===== src/rtl/pe_row_feeder.sv =====
// pe_row_feeder: latches X, streams each matrix row into one PE as WCOUNT-nibble beats, returns 14-bit row sums.
// Build option PE_ROW_FEEDER_HHASH_EN: res_data carries only the HeavyHash nibble pe_out[13:10].
module pe_row_feeder #(
  parameter int WCOUNT  = 4,
  parameter int NWORDS  = 64,
  parameter int NROWS   = 64,
  parameter int CLR_CYC = 2,
  parameter int PE_LAT  = 4
) (
  input  logic                       clk,
  input  logic                       rst,
  input  logic                       start,
  output logic                       start_ready,
  input  logic [NWORDS*4-1:0]        x_vec,
  input  logic                       m_valid,
  output logic                       m_ready,
  input  logic [WCOUNT*4-1:0]        m_data,
  output logic                       pe_en,
  output logic                       pe_clr,
  output logic [WCOUNT*4-1:0]        pe_M,
  output logic [WCOUNT*4-1:0]        pe_X,
  input  logic [13:0]                pe_out,
  output logic                       res_valid,
  input  logic                       res_ready,
  output logic [13:0]                res_data,
  output logic [$clog2(NROWS)-1:0]   res_row,
  output logic                       done
);

  localparam int NB   = NWORDS / WCOUNT;
  localparam int KW   = (NB > 1) ? $clog2(NB) : 1;
  localparam int RW   = $clog2(NROWS);
  localparam int CMAX = (CLR_CYC > PE_LAT) ? CLR_CYC : PE_LAT;
  localparam int CW   = (CMAX > 1) ? $clog2(CMAX) : 1;

  typedef enum logic [2:0] {
    S_IDLE,
    S_CLEAR,
    S_FEED,
    S_DRAIN,
    S_OUTPUT
  } state_t;

  state_t                       state, state_nxt;
  logic [NB-1:0][WCOUNT*4-1:0]  x_reg;
  logic [KW-1:0]                k;
  logic [CW-1:0]                cnt;
  logic [RW-1:0]                row;
  logic [13:0]                  captured;

  wire clr_last   = (cnt == CW'(CLR_CYC - 1));
  wire drain_last = (cnt == CW'(PE_LAT - 1));
  wire k_last     = (k == KW'(NB - 1));
  wire row_last   = (row == RW'(NROWS - 1));

`ifdef PE_ROW_FEEDER_HHASH_EN
  assign captured = {10'd0, pe_out[13:10]};
`else
  assign captured = pe_out;
`endif

  assign res_row = row;

  always_ff @(posedge clk or posedge rst) begin
    if (rst) begin
      state    <= S_IDLE;
      x_reg    <= '0;
      k        <= '0;
      cnt      <= '0;
      row      <= '0;
      res_data <= '0;
      done     <= 1'b0;
    end else begin
      state <= state_nxt;
      done  <= (state == S_OUTPUT) && res_ready && row_last;
      case (state)
        S_IDLE: begin
          if (start) begin
            x_reg <= x_vec;
            row   <= '0;
            cnt   <= '0;
          end
        end
        S_CLEAR: begin
          k   <= '0;
          cnt <= clr_last ? '0 : cnt + 1'b1;
        end
        S_FEED: begin
          if (m_valid) k <= k + 1'b1;
        end
        S_DRAIN: begin
          cnt <= drain_last ? '0 : cnt + 1'b1;
          if (drain_last) res_data <= captured;
        end
        S_OUTPUT: begin
          if (res_ready && !row_last) row <= row + 1'b1;
        end
        default: ;
      endcase
    end
  end

  // Stall beats still assert pe_en with zero operands so the PE accumulates a zero product.
  always_comb begin
    state_nxt   = state;
    start_ready = 1'b0;
    m_ready     = 1'b0;
    pe_en       = 1'b0;
    pe_clr      = 1'b0;
    pe_M        = '0;
    pe_X        = '0;
    res_valid   = 1'b0;
    case (state)
      S_IDLE: begin
        start_ready = 1'b1;
        if (start) state_nxt = S_CLEAR;
      end
      S_CLEAR: begin
        pe_clr = 1'b1;
        if (clr_last) state_nxt = S_FEED;
      end
      S_FEED: begin
        m_ready = 1'b1;
        pe_en   = 1'b1;
        if (m_valid) begin
          pe_M = m_data;
          pe_X = x_reg[k];
          if (k_last) state_nxt = S_DRAIN;
        end
      end
      S_DRAIN: begin
        pe_en = 1'b1;
        if (drain_last) state_nxt = S_OUTPUT;
      end
      S_OUTPUT: begin
        res_valid = 1'b1;
        if (res_ready) state_nxt = row_last ? S_IDLE : S_CLEAR;
      end
      default: state_nxt = S_IDLE;
    endcase
  end

endmodule


===== config.mk =====
export PLATFORM = sky130hd
export DESIGN_NAME = pe_row_feeder
export DESIGN_NICKNAME = d
export VERILOG_FILES = /design/src/rtl/pe_row_feeder.sv
export SDC_FILE = /design/constraint.sdc
export NUM_CORES = 1
export LEC_CHECK = 0
export CAP_MARGIN = 25
export CORE_MARGIN = 8
export CORE_UTILIZATION = 49
export CTS_CLUSTER_SIZE = 24
export DETAILED_ROUTE_END_ITERATION = 8
export PLACE_DENSITY = 0.79
export SKIP_LAST_GASP = 1
export SLEW_MARGIN = 15
export SYNTH_ARGS = -nofsm -noshare
export SYNTH_HDL_FRONTEND = slang
export SYNTH_SLANG_ARGS = --single-unit

===== constraint.sdc =====
create_clock -name clk -period 13.8 [get_ports clk]
set_input_delay 2.76 -clock clk [delete_from_list [all_inputs] [get_ports clk]]
set_output_delay 2.76 -clock clk [all_outputs]
set_load 0.03 [all_outputs]

==> flow_summary.json <==
{
  "status": "completed",
  "powerDensity_nw_per_um2": 208,
  "largest_reg_flops": 256,
  "vdd_drop_max_mv": 0.113,
  "yosysTopAreaCell": "dfrtp_1",
  "multi_input_area_sq_um": 5460,
  "cts.sinks": 286,
  "cp_max_fo": 25,
  "ys_ff_latch": 286,
  "die_area_sq_um": 32400,
  "hold_path_class": "flip-flop to flip-flop",
  "synth_common_cells": "dfrtp_1, mux2_1, mux4_2",
  "p_leak_nw": 7.11,
  "via_per_inst": 5.50,
  "stdcell_area_sq_um": 17700,
  "placed_cells": 1465,
  "setup.worst_path.start_class": "input pin",
  "hold_end": "x_reg[167]",
  "numPortBuffers": 348,
  "cts_post_setup_buffers_inserted": 0,
  "drive_gt1_frac": 0.151,
  "grt_pass1_vias": 9141,
  "synth_top_flop_cell": "dfrtp_1",
  "cts_made_buffers": 31,
  "holdPathStages": 1,
  "r2r_slack_ns": 9.96,
  "routed_wl_mm": 35.6,
  "synth_top_area_share": 0.543,
  "finalHoldViolCount": 0,
  "first_pass_iters": 5,
  "layout.nets": 1455,
  "syn_nets": 1122,
  "clockRootBuffer": "clkbuf_16",
  "gp_congestion": 0.840,
  "drt_iter0_markers": 581,
  "tritoncts": "done",
  "grt_pass1_wl_mm": 54.7,
  "slowest_delay_ns": 0.78,
  "dp_hpwl_mm": 25.9,
  "hold_buffers": 0,
  "die_w_um": 180,
  "fin_cells": 1526,
  "fin_util": 0.665,
  "antenna_found_initial": 7,
  "rr_endpoint": "x_reg[95]",
  "place_area_sq_um": 16600,
  "synth_most_common_cell": "dfrtp_1",
  "async_flop_share": 1.00,
  "crit_type": "input pin to primary output",
  "avgRoutedWirePerCell_um": 23.4,
  "r2r_start": "state[1]",
  "fin_skew_ns": 0.0146,
  "ctsResizeCount": 0,
  "fin_hold_ws_ns": 0.482,
  "synthCells": 826,
  "rsz0062_at_grt": "no",
  "crit_start": "m_valid",
  "crit_path_end_kind": "primary output",
  "route.detailed.drc": 0,
  "path_clk_slew_ns": 0.06,
  "slew_viol_final": 0,
  "num_vias": 8392,
  "worstPathArrival_ns": 5.63,
  "maxCapViolations": 0,
  "initial_core_util": 0.494,
  "synth-edff-count": 0,
  "ys_top_cells_by_area": "dfrtp_1, mux2_1, mux4_2",
  "final.min_clock_period_ns": 8.39,
  "ys_warn_count": 0,
  "htree_levels": 1,
  "crit_chain": "clkdlybuf4s50_1, and4bb_2, and3b_1, a22oi_1, o21ai_1, clkdlybuf4s50_1",
  "overflow": 0,
  "nFillCells": 1911,
  "grt_max_degree": 165,
  "yosysSeqAreaShare": 0.543,
  "clockBufferDepth": 3,
  "synth_cell_types": 42,
  "area_delta_synth_final_pct": 34.5,
  "fmax_mhz": 119,
  "required_ns": 11.04,
  "rows": 60,
  "finalSetupTns_ns": 0,
  "synth_area_sq_um": 13200,
  "seq_area_sq_um": 7160,
  "io_pins": 349,
  "syn_area_per_cell_sq_um": 15.9,
  "die_h_um": 180,
  "crit_slowest_cell": "clkdlybuf4s50_1",
  "setup_violations": 0,
  "hp-start": "x_reg[167]",
  "dp_slack_ns": 5.43,
  "core_sq_um": 26700,
  "path_common_cell": "clkdlybuf4s50_1",
  "grt_usage": 0.216,
  "antenna_left": 0,
  "clock_latency_ns": 0.55,
  "fin_crit_sh": 0.608,
  "finalPower_mw": 3.68,
  "r2r_cells": 5,
  "slew_headroom": 0.406,
  "worst_slack_ns": 5.41,
  "tightest_slew_ns": 0.891
}
-- power breakdown --
part	switching [mW]	internal (mW)
Clock	0.329	0.515
Sequential	0.246	1.26
Combinational	0.588	0.743
Total	1.16	2.52
-- how the worst max path moves through the flow --
| stage | slack [ns] | endpoint | cells past startpoint |
|---|---|---|---|
| final | 5.41 | pe_X[13] | 6 |
| after global routing | 5.29 | pe_X[12] | 6 |
| after CTS | 5.43 | pe_X[13] | 6 |
| after detailed placement | 5.43 | pe_X[13] | 6 |
| after global placement | 5.52 | pe_X[13] | 6 |
| after floorplan | 3.15 | cnt[0] | 1 |
-- cell usage in the layout (no fill, tap or decap), drive strengths merged, types with 5 or more instances in the layout --
master / count
a21oi: 5
a22oi: 16
and2: 16
buf: 8
clkbuf: 46
clkdlybuf4s50: 348
clkinv: 5
dfrtp: 286
ha: 5
inv: 6
mux2: 272
mux2i: 18
mux4: 64
nand2: 16
nand3: 6
nor2: 12
o21ai: 18
-- worst max-delay path: cells and delay by family --
kind / cells / cell delay [ns]
buf+inv: 2 / 1.27
simple gates: 2 / 1.25
compound gates: 2 / 0.33
-- layout make-up --
cell class,instances,share of cell area
Inverter,6,0.00169
Clock buffer,46,0.0498
Sequential cell,286,0.404
Antenna cell,2,0.000282
Timing Repair Buffer,356,0.203
Clock inverter,11,0.00925
Multi-Input combinational cell,478,0.308
Tap cell,341,0.0241
-- routing by layer --
metal  share of wire  GRT usage
met3           0.075     0.0575
met4           0.034     0.0724
met5          0.0015          0
met2            0.48      0.351
met1            0.41      0.279
-- logic make-up after synthesis --
family / share of synthesized area
fa+ha+maj: 0.00475
simple gates: 0.0281
buf+inv: 0.0424
xor+xnor: 0.00133
mux: 0.356
compound gates: 0.0244
flops: 0.543
Note: power is estimated with default switching activity, not from simulation.
